--- src/rtl/impact_sram_seq.sv ---
// impact_sram_seq
//   Array-side access sequencer for the IMPACT SRAM test chip. Byte-serial
//   pad data is assembled into a write word; each write or read request runs
//   precharge -> wordline -> (sense) on the macro. Read words are returned
//   byte-wise on Data_Out.
//
//   Optional feature macro: IMPACT_SEQ_TRUNC_EN (adds Trunc_Enable, which
//   shortens the wordline phase to one cycle for margin characterization).
//
// Ports
//   clk, rst          clock, asynchronous active-high reset
//   Data_In[7:0]      pad write byte, loaded when Data_In_Enable (IDLE only)
//   Data_In_Enable    load Data_In into write-buffer lane Byte_Select
//   Byte_Select[1:0]  lane for loading, byte-mode masking and read-out
//   Byte_Mode_Enable  write only the Byte_Select lane
//   WriteEnable       write request (sampled in IDLE)
//   ReadEnable        read request (sampled in IDLE)
//   addr              row address, sampled with the request
//   Trunc_Enable      (IMPACT_SEQ_TRUNC_EN only) one-cycle wordline
//   PreCharge         bitline precharge
//   WL_enable         wordline pulse
//   wl_addr           latched row address
//   bl_data           write buffer to the bitline drivers
//   byte_we           per-lane write-driver enable
//   sense_en          sense-amp fire
//   sense_data        sense-amp outputs
//   Data_Out[7:0]     registered read byte
//   data_out_valid    read word held in the read register
//   busy              sequence in progress
//   dbg_state[1:0]    FSM state (0 IDLE, 1 PRE, 2 WL, 3 SENSE)
//
// Handshake: WriteEnable/ReadEnable are level requests. A request is taken on
// any rising edge where the FSM is IDLE (busy low); busy high means not ready
// and requests seen then are dropped, not queued. Write wins over read.
module impact_sram_seq #(
    parameter int WORD_W  = 32,
    parameter int ADDR_W  = 4,
    parameter int PRE_CYC = 2,
    parameter int WL_CYC  = 3
) (
    input  logic                  clk,
    input  logic                  rst,
    input  logic [7:0]            Data_In,
    input  logic                  Data_In_Enable,
    input  logic [1:0]            Byte_Select,
    input  logic                  Byte_Mode_Enable,
    input  logic                  WriteEnable,
    input  logic                  ReadEnable,
    input  logic [ADDR_W-1:0]     addr,
`ifdef IMPACT_SEQ_TRUNC_EN
    input  logic                  Trunc_Enable,
`endif
    output logic                  PreCharge,
    output logic                  WL_enable,
    output logic [ADDR_W-1:0]     wl_addr,
    output logic [WORD_W-1:0]     bl_data,
    output logic [WORD_W/8-1:0]   byte_we,
    output logic                  sense_en,
    input  logic [WORD_W-1:0]     sense_data,
    output logic [7:0]            Data_Out,
    output logic                  data_out_valid,
    output logic                  busy,
    output logic [1:0]            dbg_state
);

    localparam int NB      = WORD_W / 8;
    localparam int CNT_MAX = (PRE_CYC > WL_CYC) ? PRE_CYC : WL_CYC;
    localparam int CNT_W   = (CNT_MAX > 1) ? $clog2(CNT_MAX) : 1;

    typedef enum logic [1:0] {
        IDLE  = 2'd0,
        PRE   = 2'd1,
        WL    = 2'd2,
        SENSE = 2'd3
    } state_t;

    state_t            state;
    logic [CNT_W-1:0]  cnt;        // cycles remaining in the current phase, minus one
    logic              op_write;   // latched operation type
    logic [NB-1:0]     we_mask;    // write-lane mask latched at request time
    logic [WORD_W-1:0] rd_reg;
    logic [1:0]        lane_sel;
`ifdef IMPACT_SEQ_TRUNC_EN
    logic              trunc_q;
`endif

    assign dbg_state = state;

    // Out-of-range lane selects fall back to lane 0.
    always_comb begin
        lane_sel = 2'd0;
        if (int'(Byte_Select) < NB) lane_sel = Byte_Select;
    end

    always_ff @(posedge clk or posedge rst) begin
        if (rst) begin
            state          <= IDLE;
            cnt            <= '0;
            op_write       <= 1'b0;
            we_mask        <= '0;
            rd_reg         <= '0;
            PreCharge      <= 1'b0;
            WL_enable      <= 1'b0;
            wl_addr        <= '0;
            bl_data        <= '0;
            byte_we        <= '0;
            sense_en       <= 1'b0;
            Data_Out       <= '0;
            data_out_valid <= 1'b0;
            busy           <= 1'b0;
`ifdef IMPACT_SEQ_TRUNC_EN
            trunc_q        <= 1'b0;
`endif
        end else begin
            case (state)
                IDLE: begin
                    // Buffer loads only in IDLE so bl_data is frozen during a write.
                    if (Data_In_Enable) bl_data[lane_sel*8 +: 8] <= Data_In;
                    if (WriteEnable || ReadEnable) begin
                        state          <= PRE;
                        busy           <= 1'b1;
                        PreCharge      <= 1'b1;
                        cnt            <= CNT_W'(PRE_CYC - 1);
                        wl_addr        <= addr;
                        op_write       <= WriteEnable;
                        we_mask        <= Byte_Mode_Enable ? (NB'(1) << lane_sel) : '1;
                        data_out_valid <= 1'b0;
`ifdef IMPACT_SEQ_TRUNC_EN
                        trunc_q        <= Trunc_Enable;
`endif
                    end
                end
                PRE: begin
                    if (cnt == '0) begin
                        // Precharge drops on the same edge the wordline rises,
                        // so the two are never high together.
                        state     <= WL;
                        PreCharge <= 1'b0;
                        WL_enable <= 1'b1;
                        if (op_write) byte_we <= we_mask;
`ifdef IMPACT_SEQ_TRUNC_EN
                        cnt       <= trunc_q ? '0 : CNT_W'(WL_CYC - 1);
`else
                        cnt       <= CNT_W'(WL_CYC - 1);
`endif
                    end else begin
                        cnt <= cnt - 1'b1;
                    end
                end
                WL: begin
                    if (cnt == '0) begin
                        WL_enable <= 1'b0;
                        byte_we   <= '0;
                        if (op_write) begin
                            state <= IDLE;
                            busy  <= 1'b0;
                        end else begin
                            state    <= SENSE;
                            sense_en <= 1'b1;
                        end
                    end else begin
                        cnt <= cnt - 1'b1;
                    end
                end
                SENSE: begin
                    sense_en       <= 1'b0;
                    rd_reg         <= sense_data;
                    data_out_valid <= 1'b1;
                    state          <= IDLE;
                    busy           <= 1'b0;
                end
                default: state <= IDLE;
            endcase

            // Registered read-out mux; lags lane changes and captures by one cycle.
            Data_Out <= rd_reg[lane_sel*8 +: 8];
        end
    end

endmodule

--- config.mk ---
export PLATFORM = sky130hd
export DESIGN_NAME = impact_sram_seq
export DESIGN_NICKNAME = d
export VERILOG_FILES = /design/src/rtl/impact_sram_seq.sv
export SDC_FILE = /design/constraint.sdc
export NUM_CORES = 1
export LEC_CHECK = 0
export CORE_ASPECT_RATIO = 1.2
export CORE_MARGIN = 1
export CORE_UTILIZATION = 45
export CTS_BUF_LIST = sky130_fd_sc_hd__clkbuf_4 sky130_fd_sc_hd__clkbuf_8 sky130_fd_sc_hd__clkbuf_16
export CTS_CLUSTER_DIAMETER = 80
export DETAILED_ROUTE_END_ITERATION = 8
export HOLD_SLACK_MARGIN = 0.1
export PLACE_DENSITY = 0.75
export SLEW_MARGIN = 25
export SYNTH_ARGS = -nofsm -noshare
export SYNTH_HDL_FRONTEND = slang
export SYNTH_SLANG_ARGS = --single-unit
--- constraint.sdc ---
create_clock -name clk -period 9 [get_ports clk]
set_input_delay 1.35 -clock clk [delete_from_list [all_inputs] [get_ports clk]]
set_output_delay 1.35 -clock clk [all_outputs]
set_load 0.02 [all_outputs]
# == After elaboration in Yosys (flattened, before gate mapping) ==
# Index checks and enable logic that the tools add are counted.
# op_classes
shift,4
reduce_logical,19
n_mux,27
n_addsub,2
n_eq_ne,10
# op_table
operator,count
5-bit negator with 34-bit output,1
8-bit by 34-bit variable shift with 32-bit output (first input constant),1
8-bit by 34-bit variable part select with 32-bit output,1
32-bit bitwise mux,1
32-bit by 6-bit variable part select with 8-bit output,1
4-bit two-way mux,4
3-bit AND reduction,5
2-bit != test (second input constant),7
2-bit two-way mux,6
1-bit two-way mux,8
1-bit one-hot mux with 2 select lines,4
2-bit one-hot mux with 4 select lines,1
4-bit one-hot mux with 2 select lines,1
4-bit AND reduction,2
2-bit nonzero test,4
2-bit one-hot mux with 3 select lines,1
2-bit AND reduction,3
3-bit nonzero test,2
2-bit equality test (second input constant),2
2-bit zero test,2
1-bit by 2-bit left shift with 4-bit output (first input constant),1
1-bit one-hot mux with 3 select lines,1
2-bit by 1-bit equality test with 1-bit output (second input constant),1
2-bit by 1-bit subtractor with 2-bit output (second input constant),1
1-bit logical OR,1
# totals
inputBits,52
regBits,94

# == Longest topological paths before layout ==
# logic_depth
depth_word,3
ltp_mapped,7

# == Worst setup path before layout ==
# OpenSTA, ideal clock, no wires.
# synth_timing
path_type,in2reg
start,input port Byte_Select[1]
end,register bl_data[16]
path_slack_ns,6.120
t_required_ns,8.933
stages,6
setup_ns,0.067
arrival_ns,2.813
cell_sequence,clkbuf_1 -> inv_1 -> ha_1 -> nand2b_2 -> nor4_4 -> a22o_1
# synth_via
elab_chain_cells,3
elab_cells_between_ends,4
cone_classes,1 x add/sub; 2 x shift; 1 x mux
# synth_lines
item,line,source
from (decl),45,"input logic [1:0] Byte_Select,"
5-bit negator with 34-bit output *,118,if (Data_In_Enable) bl_data[lane_sel*8 +: 8] <= Data_In;
8-bit by 34-bit variable part select with 32-bit output or 8-bit by 34-bit variable shift with 32-bit output (tied branches),118,
32-bit bitwise mux *,118,
"to (signal, indexed assignment)",118,
to (decl),56,"output logic [WORD_W-1:0] bl_data,"
# Mark *: on every way between the ends. The rest lies on a longest branch, timed or not.
# A chain may end at the register's enable or synchronous reset.

# == Final worst setup path ==
# layout_timing
start,input port Byte_Select[0]
end,register bl_data[18]
# Same word-level chain as after synthesis.

==> impl_metrics.prom <==
# TYPE chip_impl_metric gauge
chip_impl_metric{name="seq_power_share",unit="%"} 42.1
chip_impl_metric{name="synthArstFlopShare",unit="%"} 100
chip_impl_metric{name="ctsHoldBuffers",unit=""} 0
chip_impl_metric{name="worst-r2r-cell-count",unit=""} 5
chip_impl_metric{name="met3RoutedLength",unit="um"} 433
chip_impl_metric{name="route.detailed.drc",unit=""} 0
chip_impl_metric{name="route.vias.total",unit=""} 2786
chip_impl_metric{name="p_switching",unit="uW"} 560
chip_impl_metric{name="clock_sinks",unit=""} 94
chip_impl_metric{name="inserted_clock_buffers",unit=""} 9
chip_impl_metric{name="detailedPlacementHpwl",unit="um"} 6240
chip_impl_metric{name="fin_skew",unit="ns"} 0.0125
chip_impl_metric{name="top_level_ports",unit=""} 107
chip_impl_metric{name="grt_start_max_net_pins",unit=""} 60
chip_impl_metric{name="design.die.area",unit="um2"} 9460
chip_impl_metric{name="final_net_count",unit=""} 486
chip_impl_metric{name="max_cap_viol_count",unit=""} 0
chip_impl_metric{name="min_path_cells",unit=""} 2
chip_impl_metric{name="worst_slew_margin_rel",unit="%"} 35.3
chip_impl_metric{name="cts.repair.resized",unit=""} 0
chip_impl_metric{name="synth_nets",unit=""} 379
chip_impl_metric{name="critical-path-max-stage-delay",unit="ns"} 1.11
chip_impl_metric{name="grt_first_pass_wirelength",unit="um"} 14000
chip_impl_info{name="routed.top_layer",value="met4"} 1
chip_impl_metric{name="groute.usage.overall",unit="%"} 19.5
chip_impl_metric{name="worst-slew-pin-transition",unit="ns"} 0.968
chip_impl_metric{name="instances_no_fill",unit=""} 540
chip_impl_metric{name="htreeDepth",unit=""} 3
chip_impl_metric{name="clkPwrFrac",unit="%"} 15.6
chip_impl_metric{name="post-cts-setup-buffer-count",unit=""} 0
chip_impl_metric{name="drt_wl_total",unit="um"} 8490
chip_impl_metric{name="core_area",unit="um2"} 8700
chip_impl_info{name="critPathCaptureType",value="register"} 1
chip_impl_metric{name="dpl.cell_count",unit=""} 524
chip_impl_metric{name="drive_above_1_share",unit="%"} 16.1
chip_impl_metric{name="power_frac_comb",unit="%"} 42.4
chip_impl_metric{name="mappedNetlistArea",unit="um2"} 4080
chip_impl_info{name="critical_path.top_delay_family",value="buffers and inverters"} 1
chip_impl_metric{name="grt_overflow",unit=""} 0
chip_impl_metric{name="required",unit="ns"} 9.28
chip_impl_metric{name="die_w",unit="um"} 88.9
chip_impl_metric{name="drt-vias-per-instance",unit=""} 5.16
chip_impl_metric{name="timing.fmax",unit="MHz"} 275
chip_impl_info{name="min-delay-path-class",value="reg -> reg"} 1
chip_impl_info{name="timing.critical_path.cells",value="clkdlybuf4s50_1 -> inv_2 -> ha_1 -> nand2b_2 -> nor4_4 -> a22o_1"} 1
chip_impl_metric{name="final_min_period_over_clock_period",unit="%"} 40.5
chip_impl_metric{name="power.static_leakage",unit="uW"} 0.00231
chip_impl_metric{name="vdd_ir_drop_max",unit="mV"} 0.139
chip_impl_metric{name="regToRegSetupSlack",unit="ns"} 6.82
chip_impl_metric{name="synth-edff-count",unit=""} 0
chip_impl_metric{name="number_of_slew_limit_violations_in_the_final_report",unit=""} 0
chip_impl_metric{name="timing.final.setup_violations",unit=""} 0
chip_impl_metric{name="number_of_global_route_vias_before_repair",unit=""} 2926
chip_impl_metric{name="detail_route.iter0.violations",unit=""} 139
chip_impl_info{name="synth_area_leader_cell",value="sky130_fd_sc_hd__dfrtp_1"} 1
chip_impl_metric{name="antennaDiodeCount",unit=""} 0
chip_impl_metric{name="wl_met2",unit="um"} 4260
chip_impl_metric{name="cell_internal_pwr",unit="uW"} 1070
chip_impl_metric{name="route.antenna.remaining_nets",unit=""} 0
chip_impl_metric{name="drtPass1Iterations",unit=""} 6
chip_impl_metric{name="rows",unit=""} 37
chip_impl_metric{name="postSynthRegisterBits",unit=""} 94
chip_impl_metric{name="cp_max_fo",unit=""} 17
chip_impl_info{name="hold_path.startpoint",value="we_mask[3]"} 1
chip_impl_metric{name="synth_cells",unit=""} 311
chip_impl_info{name="status",value="completed"} 1
chip_impl_metric{name="antenna_found_initial",unit=""} 0
chip_impl_metric{name="worst-endpoint-arrival",unit="ns"} 3.93
chip_impl_metric{name="cts_buffer_depth",unit=""} 2
chip_impl_metric{name="fin_worst_hold_slack",unit="ns"} 0.490
chip_impl_metric{name="power_density",unit="nW/um2"} 300
chip_impl_metric{name="start_util",unit="%"} 46.9
chip_impl_info{name="critical-path-slowest-cell",value="sky130_fd_sc_hd__clkdlybuf4s50_1"} 1
chip_impl_metric{name="routedWlPerCell",unit="um"} 15.7
chip_impl_info{name="timing.setup.critical_path_class",value="in -> reg"} 1
chip_impl_info{name="r2r_start",value="dbg_state[0]"} 1
chip_impl_info{name="tritoncts",value="done"} 1
chip_impl_info{name="rr_endpoint",value="bl_data[24]"} 1
chip_impl_metric{name="finalWorstPathRequiredPeriod",unit="ns"} 3.64
chip_impl_metric{name="routedLengthMet1",unit="um"} 3620
chip_impl_metric{name="buffer_ports.inserted",unit=""} 106
chip_impl_metric{name="cts.reportedPaths.clkPinSlew",unit="ns"} 0.09
chip_impl_metric{name="avg_inst_size_synth",unit="um2"} 13.1
chip_impl_metric{name="die_height",unit="um"} 106
chip_impl_metric{name="yosys.area.top_type_share",unit="%"} 57.6
chip_impl_metric{name="finalHoldViolations",unit=""} 0
chip_impl_info{name="setup_repair_after_global_routing_missed_its_margin",value="false"} 1
chip_impl_metric{name="globalplace.congestion",unit=""} 0.806
chip_impl_info{name="postSynth.topFlopCell",value="sky130_fd_sc_hd__dfrtp_1"} 1
chip_impl_metric{name="timing.critical_path.buf_inv",unit=""} 2
chip_impl_info{name="clockRootBuffer",value="sky130_fd_sc_hd__clkbuf_8"} 1
chip_impl_metric{name="p_sw_share",unit="%"} 34.4
chip_impl_metric{name="area_growth_syn_to_layout",unit="%"} 33.0
chip_impl_info{name="timing.critical_path.from_type",value="input port"} 1
chip_impl_info{name="synth_top_cells_by_area",value="sky130_fd_sc_hd__dfrtp_1 (58%), sky130_fd_sc_hd__mux2_2 (10%), sky130_fd_sc_hd__ha_1 (4.9%)"} 1
chip_impl_metric{name="synth-seq-area-share",unit="%"} 57.6
chip_impl_metric{name="synth_cell_type_count",unit=""} 37
chip_impl_metric{name="finalSetupTns",unit="ns"} 0
chip_impl_metric{name="clk_latency",unit="ns"} 0.34
chip_impl_info{name="holdPathEnd",value="we_mask[3]"} 1
chip_impl_metric{name="ys_warn_count",unit=""} 0
==> how the worst max path moves through the flow <==
stage                   start           to  slack, ns  cells after the start
3_5_place_dp   Byte_Select[0]  bl_data[18]       4.98                      6
6_report       Byte_Select[0]  bl_data[18]       5.36                      6
5_1_grt        Byte_Select[0]  bl_data[18]       5.16                      6
2_1_floorplan             rst  Data_Out[0]       5.20                      1
3_3_place_gp   Byte_Select[0]  bl_data[18]       5.09                      6
4_1_cts        Byte_Select[0]  bl_data[18]       5.37                      6
==> cells in the mapped netlist (all sizes together), types with 2 or more instances <==
| master | number |
|---|---|
| mux4 | 8 |
| nand2 | 47 |
| buf | 7 |
| a31oi | 3 |
| nor2 | 3 |
| o21ai | 21 |
| nor4 | 3 |
| clkbuf | 5 |
| a21oi | 7 |
| ha | 16 |
| o211ai | 5 |
| dfrtp | 94 |
| a22o | 20 |
| nor2b | 6 |
| nand3 | 4 |
| inv | 10 |
| mux2 | 38 |
| nor3 | 2 |
==> layer usage <==
metal | global-route usage (%) | up-vias
met5 | 0 | -
met2 | 31.4 | 70
met1 | 25.0 | 1372
met3 | 4.58 | 12
met4 | 8.28 | 0
li1 | - | 1332
==> per-stage QoR <==
stage / utilization (%) / total power, uW / cell area [um2] / worst slack (ns)
2_1_floorplan: - / 1120 / 4080 / 5.20
3_3_place_gp: 60.3 / 1360 / 5240 / 5.09
3_5_place_dp: 60.3 / 1390 / 5240 / 4.98
4_1_cts: 62.3 / 1650 / 5420 / 5.37
5_1_grt: 62.3 / 1740 / 5430 / 5.16
6_report: 62.3 / 1630 / 5430 / 5.36
==> worst min-delay path: stages (launching register included) <==
cell	delay [ns]
sky130_fd_sc_hd__dfrtp_1	0.35
sky130_fd_sc_hd__nand2_1	0.05
sky130_fd_sc_hd__o21ai_0	0.06
==> cells in the final DEF (no fill, tap or decap), types with 2 or more instances in the layout <==
master                            instances
sky130_fd_sc_hd__nand3_1                  3
sky130_fd_sc_hd__dfrtp_1                 94
sky130_fd_sc_hd__clkinv_2                 2
sky130_fd_sc_hd__mux4_2                   2
sky130_fd_sc_hd__nor4_4                   2
sky130_fd_sc_hd__a21oi_1                  7
sky130_fd_sc_hd__buf_4                    2
sky130_fd_sc_hd__nor2b_1                  6
sky130_fd_sc_hd__mux2_2                  38
sky130_fd_sc_hd__nor3_1                   2
sky130_fd_sc_hd__o21ai_0                 14
sky130_fd_sc_hd__ha_1                    16
sky130_fd_sc_hd__o211ai_1                 5
sky130_fd_sc_hd__a31oi_1                  3
sky130_fd_sc_hd__inv_1                    8
sky130_fd_sc_hd__nor2_1                   3
sky130_fd_sc_hd__mux4_1                   6
sky130_fd_sc_hd__a22o_1                  20
sky130_fd_sc_hd__clkinvlp_4               2
sky130_fd_sc_hd__clkdlybuf4s50_1        106
sky130_fd_sc_hd__clkbuf_8                10
sky130_fd_sc_hd__o21ai_1                  6
sky130_fd_sc_hd__nand2_1                 47
==> final cells by class <==
type	instances	area [um2]
fillers	725	3280
flip-flops and latches	94	2350
multi-input cells	195	1630
repair buffers	108	1080
well taps	117	146
clock buffers	11	145
inverters	10	40.0
clock inverters	5	33.8
==> logic make-up (layout without fill, tap and decap cells) <==
family          after synthesis  count (layout)  synth area share, %
flops                        94              94                 57.6
buf+inv                      22             134                 2.45
mux                          46              46                 15.5
compound gates               61              61                 10.1
simple gates                 72              72                 9.44
fa+ha+maj                    16              16                 4.90
==> power groups by stage <==
stage / clock (uW) / sequential, uW / combinational, uW
finish: 253 / 685 / 690
global route: 278 / 710 / 751
CTS: 262 / 687 / 697
detailed placement: 0 / 696 / 694
global placement: 0 / 687 / 677
floorplan: 0 / 766 / 353
No activity file was read; power rests on OpenSTA's default activity.
